$ cat src/rtl/led_pkg.sv
// rtl/led_pkg.sv - shared constants and types for the LED scanner
package led_pkg;
  localparam int NLEDS       = 8;
  localparam int POS_W       = 3;
  localparam int PWM_W       = 2;
  localparam int DIV_DEFAULT = 1_200_000;
  localparam int DEB_DEFAULT = 120_000;

  typedef enum logic {
    RIGHT = 1'b0,
    LEFT  = 1'b1
  } dir_e;
endpackage

$ cat src/rtl/btn_cond.sv
// rtl/btn_cond.sv - button synchronizer, debouncer and rising-edge pulse
module btn_cond #(
  parameter int DEB = 120_000
) (
  input  logic clk,
  input  logic rstn,
  input  logic in,
  output logic level,
  output logic rise
);
  localparam int CW = (DEB > 2) ? $clog2(DEB) : 1;

  logic          sync1_q, sync2_q;
  logic          level_q, level_d;
  logic          prev_q, rise_q;
  logic [CW-1:0] cnt_q, cnt_d;

  // The level follows the synced input only after DEB consecutive mismatching cycles.
  always_comb begin
    cnt_d   = '0;
    level_d = level_q;
    if (sync2_q != level_q) begin
      if (cnt_q == CW'(DEB - 1)) begin
        level_d = sync2_q;
      end else begin
        cnt_d = cnt_q + 1'b1;
      end
    end
  end

  always_ff @(posedge clk or negedge rstn) begin
    if (!rstn) begin
      sync1_q <= 1'b0;
      sync2_q <= 1'b0;
      cnt_q   <= '0;
      level_q <= 1'b0;
      prev_q  <= 1'b0;
      rise_q  <= 1'b0;
    end else begin
      sync1_q <= in;
      sync2_q <= sync1_q;
      cnt_q   <= cnt_d;
      level_q <= level_d;
      prev_q  <= level_q;
      rise_q  <= level_q & ~prev_q;
    end
  end

  assign level = level_q;
  assign rise  = rise_q;
endmodule

$ cat src/rtl/led_scanner.sv
// rtl/led_scanner.sv - bouncing LED scanner with 25% trail, run/pause and speed buttons
module led_scanner
  import led_pkg::*;
#(
  parameter int DIV = DIV_DEFAULT,
  parameter int DEB = DEB_DEFAULT
) (
  input  logic clk,
  input  logic rstn,
  input  logic sw1,
  input  logic sw2,
  output logic LED0,
  output logic LED1,
  output logic LED2,
  output logic LED3,
  output logic LED4,
  output logic LED5,
  output logic LED6,
  output logic LED7
);
  localparam int CW = $clog2(DIV);

  logic             sw1_lvl, sw1_rise, sw2_lvl, sw2_rise;
  logic             unused_levels;
  logic             run_q, run_d, fast_q, fast_d, tick;
  logic [CW-1:0]    cnt_q, cnt_d, last;
  dir_e             state_q, state_d;
  logic [POS_W-1:0] pos_q, pos_d, prev_q, prev_d;
  logic [PWM_W-1:0] pwm_q, pwm_d;
  logic [NLEDS-1:0] led_q, led_d;

  btn_cond #(.DEB(DEB)) u_btn1 (.clk(clk), .rstn(rstn), .in(sw1), .level(sw1_lvl), .rise(sw1_rise));
  btn_cond #(.DEB(DEB)) u_btn2 (.clk(clk), .rstn(rstn), .in(sw2), .level(sw2_lvl), .rise(sw2_rise));

  assign unused_levels = sw1_lvl ^ sw2_lvl;
  assign last = fast_q ? CW'(DIV / 4 - 1) : CW'(DIV - 1);
  assign tick = run_q & (cnt_q == last);

  always_comb begin
    run_d   = run_q ^ sw1_rise;
    fast_d  = fast_q ^ sw2_rise;
    cnt_d   = cnt_q;
    state_d = state_q;
    pos_d   = pos_q;
    prev_d  = prev_q;
    pwm_d   = pwm_q + 1'b1;
    led_d   = '0;

    // A speed change restarts the step period so the new rate starts cleanly.
    if (sw2_rise || tick) begin
      cnt_d = '0;
    end else if (run_q) begin
      cnt_d = cnt_q + 1'b1;
    end

    if (tick) begin
      prev_d = pos_q;
      if (state_q == RIGHT) begin
        if (pos_q == POS_W'(NLEDS - 1)) begin
          pos_d   = POS_W'(NLEDS - 2);
          state_d = LEFT;
        end else begin
          pos_d = pos_q + 1'b1;
        end
      end else begin
        if (pos_q == '0) begin
          pos_d   = POS_W'(1);
          state_d = RIGHT;
        end else begin
          pos_d = pos_q - 1'b1;
        end
      end
    end

    for (int n = 0; n < NLEDS; n++) begin
      led_d[n] = (pos_q == POS_W'(n)) |
                 ((prev_q == POS_W'(n)) & (prev_q != pos_q) & (pwm_q == '0));
    end
  end

  always_ff @(posedge clk or negedge rstn) begin
    if (!rstn) begin
      run_q   <= 1'b1;
      fast_q  <= 1'b0;
      cnt_q   <= '0;
      state_q <= RIGHT;
      pos_q   <= '0;
      prev_q  <= '0;
      pwm_q   <= '0;
      led_q   <= '0;
    end else begin
      run_q   <= run_d;
      fast_q  <= fast_d;
      cnt_q   <= cnt_d;
      state_q <= state_d;
      pos_q   <= pos_d;
      prev_q  <= prev_d;
      pwm_q   <= pwm_d;
      led_q   <= led_d;
    end
  end

  assign LED0 = led_q[0];
  assign LED1 = led_q[1];
  assign LED2 = led_q[2];
  assign LED3 = led_q[3];
  assign LED4 = led_q[4];
  assign LED5 = led_q[5];
  assign LED6 = led_q[6];
  assign LED7 = led_q[7];
endmodule

$ cat config.mk
export PLATFORM = sky130hd
export DESIGN_NAME = led_scanner
export DESIGN_NICKNAME = d
export VERILOG_FILES = /design/src/rtl/led_pkg.sv /design/src/rtl/btn_cond.sv /design/src/rtl/led_scanner.sv
export SDC_FILE = /design/constraint.sdc
export NUM_CORES = 1
export LEC_CHECK = 0
export ABC_AREA = 1
export CAP_MARGIN = 20
export CORE_MARGIN = 2
export CORE_UTILIZATION = 24
export DETAILED_ROUTE_END_ITERATION = 6
export HOLD_SLACK_MARGIN = 0.06
export MAX_ROUTING_LAYER = met4
export PLACE_DENSITY = 0.48
export SYNTH_ARGS = -nofsm -noshare
export SYNTH_HDL_FRONTEND = slang
export SYNTH_SLANG_ARGS = --single-unit
export TNS_END_PERCENT = 5
$ cat constraint.sdc
create_clock -name clk -period 2.2 [get_ports clk]
set_input_delay 0.44 -clock clk [delete_from_list [all_inputs] [get_ports clk]]
set_output_delay 0.44 -clock clk [all_outputs]
set_load 0.02 [all_outputs]
==> qor.txt, run 1 <==
Post-Synthesis Cells = 552
Yosys Warn Count = 0
DRT Wirelength = 9330 µm
ys async rst share = 100%
# Post-CTS Setup Buffers = 0
met3 GRT Util = 3.76%
critical path class = reg2reg
Bufs on Longest Clock Path = 2
largest net degree at the start of global routing = 55
Final #Nets = 587
post-synthesis mux area share = 0%
total die area = 0.0197 mm²
routed len/inst = 11.6 µm
complex-gate fraction of the synthesized area = 4.70%
type of origin of the critical path = flip-flop
met1 usage = 13.4%
CTS Root Cell = clkbuf_16
dominant cells by area after synthesis = dfrtp_1 (46%), nand2_1 (9.4%), nor2_1 (7.3%), inv_1 (6.4%), nand3_1 (4.4%)
Area growth syn-to-layout = 14.6%
Synth area leader = dfrtp_1
Post-Synth Simple-Gate Area = 32.1%
Min-Delay Path Class = in2async
RSZ-0062 raised after global routing = no
Antenna Nets Post-Route = 0
max-cap violations = 0
Post-synth EDFFs = 0
via count = 3510
Starting DRT DRC Count = 226
relative slew slack = 73.0%
setup TNS = 0 ns
Resized Gates After CTS = 0
cts bufs inserted = 9
met2 GRT Util = 16.1%
die width = 140 µm
worst setup margin = 0.441 ns
Max Clk Rate = 568 MHz
floorplan row count = 49
Post-Synth Adder-Cell Area = 3.08%
Detail Placement HPWL = 6700 µm
largest family of logic cells by synthesized area = simple AND/OR/NAND/NOR gates
Core Area = 0.0181 mm²
crit path time final = 1.76 ns
port buffer count = 11
status = complete, no violations
worst-path fanout max = 10
Sink Count = 84
slowest stage cell, crit path = dfrtp_1
Clk Latency, worst-skew pair = 0.35 ns
pre-CTS setup slack = 0.399 ns
Net Count, Synth = 567
clock-pin slew on the worst setup and hold paths = 0.06 ns
global-route wire length before repair = 16400 µm
gr ovfl total = 0
Avg Vias per Cell = 4.37
library cells used by synthesis = 38
final-report max-slew violation count = 0
Power Dens Cells = 607 mW/mm²
Synth Area per Inst = 8.09 µm²
CP Data Arrival Time = 1.99 ns
CP Capture Type = flip-flop
n_diodes = 0
#FFs+latches synth = 84
Pleak = 0.00225 µW
sequential area share after synthesis = 47.1%
Syn Std Cell Area = 0.00447 mm²
post-synth top area share = 46.5%
final setup fails = 0
Ports = 12
worst hold slack = 0.0625 ns
Die H = 140 µm
Starting Density = 24.7%
Most used DFF post-synth = dfrtp_1
Layout Skew = 0.00707 ns
number of global-route vias before repair = 3382
GRT Total Usage = 10.6%
drt drc = 0
xor/xnor share of the synthesized area = 5.49%
Slew @ Worst Pin = 0.402 ns
TritonCTS clock tree = built
layout cells sized above 1 = 8.52%
Placer Congestion = 0.859
hold_buf cts = 0
crit share post-route = 80.0%
initial antenna violation count = 0
CP max stage delay = 0.39 ns
Max H-tree Level = 3
crit-path cells = ha_1 > nand4_1 > nor2_1 > inv_1 > o21ai_4 > inv_1 > nand2_1 > nor2_1
endpoints failing hold = 0
Worst VDD drop = 345 µV
worst endpoint required time = 2.43 ns
Pre-antenna DRT Iters = 4
gr busiest metal = met2
metal layers:
metal | up-vias | share of wire (%)
met5 | - | 0
met4 | 0 | 1.2
met3 | 12 | 4.3
met2 | 50 | 45
met1 | 1656 | 50
li1 | 1792 | -
power by group:
part / internal, µW / total [µW] / leakage [µW] / switching [µW]
Combinational: 21.4 / 74.3 / 0.000964 / 52.9
Sequential: 1560 / 1570 / 0.00115 / 10.8
Clock: 864 / 1470 / 0.000135 / 602
Total: 2440 / 3110 / 0.00225 / 666
cell usage after synthesis, types with 4 or more instances:
cell type / instances
nand3_1: 39
nand3b_1: 4
xnor2_1: 8
inv_1: 76
nor2_1: 87
nor3_2: 4
dfrtp_1: 83
ha_1: 11
nand2_1: 112
nor2_2: 15
a21oi_1: 8
xor2_1: 20
nor3_1: 19
o21ai_0: 11
o22ai_1: 5
nand4_1: 17
sequential cells by signal, summed over array words and instances, names as in the netlist:
| register | count |
|---|---|
| u_btn1.sync1_q | 1 |
| u_btn1.sync2_q | 1 |
| u_btn2.sync1_q | 1 |
| u_btn2.level | 1 |
| u_btn1.level | 1 |
| pwm_q | 2 |
| u_btn1.rise | 1 |
| run_q | 1 |
| led_q | 8 |
| prev_q | 3 |
| u_btn1.cnt_q | 17 |
| cnt_q | 21 |
| u_btn2.prev_q | 1 |
| pos_q | 3 |
| state_q | 1 |
| u_btn2.rise | 1 |
| u_btn1.prev_q | 1 |
| u_btn2.sync2_q | 1 |
| fast_q | 1 |
| u_btn2.cnt_q | 17 |
through the flow:
step	utilization, %	cell area (µm²)	cells	total power, µW
after floorplan	-	4470	552	1620
after global placement	26.8	4850	790	1670
after detailed placement	26.8	4850	790	1680
after CTS	28.3	5120	804	3180
after global routing	28.3	5120	804	3250
final	28.3	5120	804	3110
cell families after synthesis:
| kind of cell | Yosys count |
|---|---|
| AND/OR/NAND/NOR | 313 |
| flip-flops | 84 |
| buffers and inverters | 82 |
| AO/OA/AOI/OAI | 34 |
| XOR/XNOR | 28 |
| adder cells (fa/ha/maj) | 11 |
cell usage in the layout, fill, tap and decap left out, types with 3 or more instances in the layout:
cell type and n:
dfrtp_1 83, o22ai_1 5, xnor2_1 8, o21ai_0 11
nand2_1 112, nor3b_1 3, clkdlybuf4s50_1 10, ha_1 11
nand4_1 17, nand2_2 3, buf_4 3, nor3_2 4
nand3b_1 4, clkbuf_16 9, inv_1 76, xor2_1 20
nor2_1 87, nand3_1 39, nor3_1 19, nor2_2 15
nor4_1 3, a21oi_1 8, o21bai_1 3
final timing paths:
path	depth (start not counted)	to	slack, ns	from
min in group clk	0	u_btn2.sync2_q$_DFF_PN0_	0.35	u_btn2.sync1_q$_DFF_PN0_
max in group asynchronous	2	led_q[6]$_DFF_PN0_	1.77	rstn
max reg2reg	8	u_btn2.cnt_q[16]$_DFF_PN0_	0.44	u_btn2.cnt_q[0]$_DFF_PN0_
max	8	u_btn2.cnt_q[16]$_DFF_PN0_	0.44	u_btn2.cnt_q[0]$_DFF_PN0_
min reg2reg	0	u_btn2.sync2_q$_DFF_PN0_	0.35	u_btn2.sync1_q$_DFF_PN0_
min	2	u_btn1.cnt_q[10]$_DFF_PN0_	0.06	rstn
critical path: cells and delay by family (launching register included):
kind	cells	cell delay (ns)
DFF	1	0.39
and+or+nand+nor	4	0.47
buffers and inverters	2	0.22
AOI/OAI and AO/OA	1	0.31
adders and majority gates	1	0.23
layout make-up:
class / instances / area (µm²)
clock buffers: 11 / 233
well taps: 229 / 287
repair buffers: 14 / 143
clock inverters: 3 / 40.0
fillers: 1909 / 13000
inverters: 77 / 289
multi-input cells: 386 / 2030
flip-flops and latches: 84 / 2100
Power figures use the tool's default switching activity.
==> run 2: changes to the inputs <==
--- a/config.mk
+++ b/config.mk
@@ -12,7 +12,7 @@
 export DETAILED_ROUTE_END_ITERATION = 6
 export HOLD_SLACK_MARGIN = 0.06
 export MAX_ROUTING_LAYER = met4
-export PLACE_DENSITY = 0.48
+export PLACE_DENSITY = 0.49
 export SYNTH_ARGS = -nofsm -noshare
 export SYNTH_HDL_FRONTEND = slang
 export SYNTH_SLANG_ARGS = --single-unit
==> constraint.sdc (replaced) <==
create_clock -name clk -period 1.5 [get_ports clk]
set_input_delay 0.3 -clock clk [delete_from_list [all_inputs] [get_ports clk]]
set_output_delay 0.3 -clock clk [all_outputs]
set_load 0.02 [all_outputs]
==> qor.txt, run 2 (synthesis results as in run 1) <==
relative slew slack = 72.3% (-0.72 points)
Final #Nets = 655 (+12%)
met2 GRT Util = 17.6% (+1.5 points)
largest net degree at the start of global routing = 29 (-47%)
Antenna Nets Post-Route = 0 (unchanged)
Regs by FF count = cnt_q (21), u_btn1.cnt_q (17), u_btn2.cnt_q (17)
Layout fillers = 1845 (-3.4%)
Placer Congestion = 0.836 (-2.7%)
final setup fails = 1 (+1)
RSZ-0062 raised after global routing = yes
TritonCTS clock tree = built
RR Startpoint = u_btn1.cnt_q[0]$_DFF_PN0_
RR Endpoint = u_btn1.cnt_q[6]$_DFF_PN0_
Ports = 12 (unchanged)
CP max stage delay = 0.35 ns (-0.04 ns)
fin util = 33.6% (+5.3 points)
CTS Root Cell = clkbuf_16
clock-pin slew on the worst setup and hold paths = 0.06 ns (about the same)
Min-Delay Path Class = reg2reg
crit path time final = 1.50 ns (-0.258 ns)
layout cells sized above 1 = 27.3% (+19 points)
Hold Path Depth = 0
status = finished, violations left
most flop-heavy register = cnt_q
global-route wire length before repair = 17200 µm (+4.7%)
met1 usage = 13.7% (+0.30 points)
Reg2Reg Setup Slack = -0.001 ns (-0.44 ns)
Slew @ Worst Pin = 0.416 ns (+0.0145 ns)
initial antenna violation count = 0 (unchanged)
worst endpoint required time = 1.73 ns (-0.70 ns)
Power Dens Cells = 850 mW/mm² (+40%)
Max Clk Rate = 666 MHz (+17%)
multi-input logic area = 0.00235 mm² (+16%)
final-report max-slew violation count = 0 (unchanged)
Seq. cell area = 0.00211 mm² (+0.30%)
critical path class = reg2reg
number of global-route vias before repair = 3772 (+12%)
Pleak = 0.00277 µW (+23%)
Hold Startpoint = u_btn2.sync1_q$_DFF_PN0_
Core Area = 0.0181 mm² (unchanged)
CP Capture Type = flip-flop
Buf/Inv on CP = 2 (unchanged)
DRT Wirelength = 10300 µm (+10%)
Pwr Total = 5170 µW (+66%)
max-cap violations = 0 (unchanged)
endpoints failing hold = 0 (unchanged)
Starting Density = 24.7% (unchanged)
worst setup margin = -0.00143 ns (-0.442 ns)
worst hold slack = 0.357 ns (+0.294 ns)
hold endpoint = u_btn2.sync2_q$_DFF_PN0_
routed len/inst = 11.8 µm (+1.6%)
gr busiest metal = met2
Sink Count = 84 (unchanged)
total die area = 0.0197 mm² (unchanged)
met3 GRT Util = 3.21% (-0.55 points)
Bufs on Longest Clock Path = 2 (unchanged)
Avg Vias per Cell = 4.36 (-0.15%)
port buffer count = 11 (unchanged)
most frequent cells in the layout = nand2_1 (103), dfrtp_1 (78), nor2_1 (76), inv_1 (69), buf_4 (63)
crit share post-route = 100% (+20 points)
Area growth syn-to-layout = 36.1%
Detail Placement HPWL = 7430 µm (+11%)
CP Data Arrival Time = 1.73 ns (-0.26 ns)
crit-path cells = ha_2 > nand3_2 > nor2_4 > inv_2 > nor2_4 > nand3_4 > nand2_4 > buf_4 > nor3_1
via count = 3810 (+8.5%)
Max H-tree Level = 3 (unchanged)
type of origin of the critical path = flip-flop
Layout Skew = 0.00446 ns (-0.00261 ns)
worst-path fanout max = 5 (-5)
Worst VDD drop = 624 µV (+81%)
floorplan row count = 49 (unchanged)
drt drc = 0 (unchanged)
GRT Total Usage = 11.2% (+0.56 points)
setup TNS = -0.00143 ns (-0.00143 ns)
n_diodes = 0 (unchanged)
failing checks = negative setup slack
Clk Latency, worst-skew pair = 0.35 ns (about the same)
Pre-antenna DRT Iters = 4 (unchanged)
Starting DRT DRC Count = 246 (+8.8%)
max reg flops = 21 (unchanged)
commonest non-fill, non-tap cell in the layout = nand2_1
cell family with most CP delay = simple AND/OR/NAND/NOR gates
cells on worst reg2reg path = 9 (+1)
pre-CTS setup slack = -0.0832 ns (-0.482 ns)
cts bufs inserted = 9 (unchanged)
slowest stage cell, crit path = dfrtp_1
die width = 140 µm (unchanged)
cell mode on critical path = nor2_4
gr ovfl total = 0 (unchanged)
Die H = 140 µm (unchanged)
-- run 2: repair_timing --
item,CTS,global route
buffers inserted,0,8
resized for setup,14,87
hold buffers,1,0
setup endpoints to repair,40,55
pin swaps,0,32
cloned,0,0
endpoints found under the hold margin,22,0
-- run 2: cell type report --
type | count | area share [%]
clock buffer | 13 | 4.61
inverter | 77 | 4.83
timing repair buffer | 82 | 11.0
clock inverter | 3 | 1.48
tap | 229 | 4.71
multi-input combinational | 386 | 38.6
sequential | 84 | 34.7
-- run 2: worst max-delay path by stage --
stage	slack [ns]	startpoint	endpoint	cells past startpoint
after global placement	-0.04	u_btn1.cnt_q[0]$_DFF_PN0_	u_btn1.cnt_q[5]$_DFF_PN0_	9
after detailed placement	-0.08	cnt_q[0]$_DFFE_PN0P_	cnt_q[14]$_DFFE_PN0P_	8
after floorplan	-0.008	run_q$_DFF_PN1_	cnt_q[11]$_DFFE_PN0P_	9
after global routing	-0.10	u_btn1.cnt_q[0]$_DFF_PN0_	u_btn1.cnt_q[7]$_DFF_PN0_	9
after CTS	-0.03	u_btn1.cnt_q[0]$_DFF_PN0_	u_btn1.cnt_q[8]$_DFF_PN0_	10
final	-0.001	u_btn1.cnt_q[0]$_DFF_PN0_	u_btn1.cnt_q[6]$_DFF_PN0_	9
-- run 2: metrics by stage --
step	instance area, µm²	std cells
after floorplan	4480	552
after global placement	5300	849
after detailed placement	5300	849
after CTS	5700	866
after global routing	6080	874
final	6080	874
-- run 2: worst reg2reg max path, delay by kind of cell, from the launching register on --
kind          cells  cell delay [ns]
flops             1             0.35
fa+ha+maj         1             0.19
simple gates      6             0.66
buf+inv           2             0.18
-- run 2: metal layers --
| metal | routed length [µm] | share of wire, % | up-vias |
|---|---|---|---|
| met5 | 0 | 0 | - |
| met4 | 232 | 2.3 | 0 |
| met3 | 331 | 3.2 | 18 |
| met2 | 4800 | 47 | 56 |
| met1 | 4940 | 48 | 1807 |
| li1 | - | - | 1929 |
-- run 2: power breakdown --
| group | internal (µW) | switching, µW |
|---|---|---|
| Clock | 1810 | 899 |
| Combinational | 65.3 | 93.7 |
| Sequential | 2280 | 16.2 |
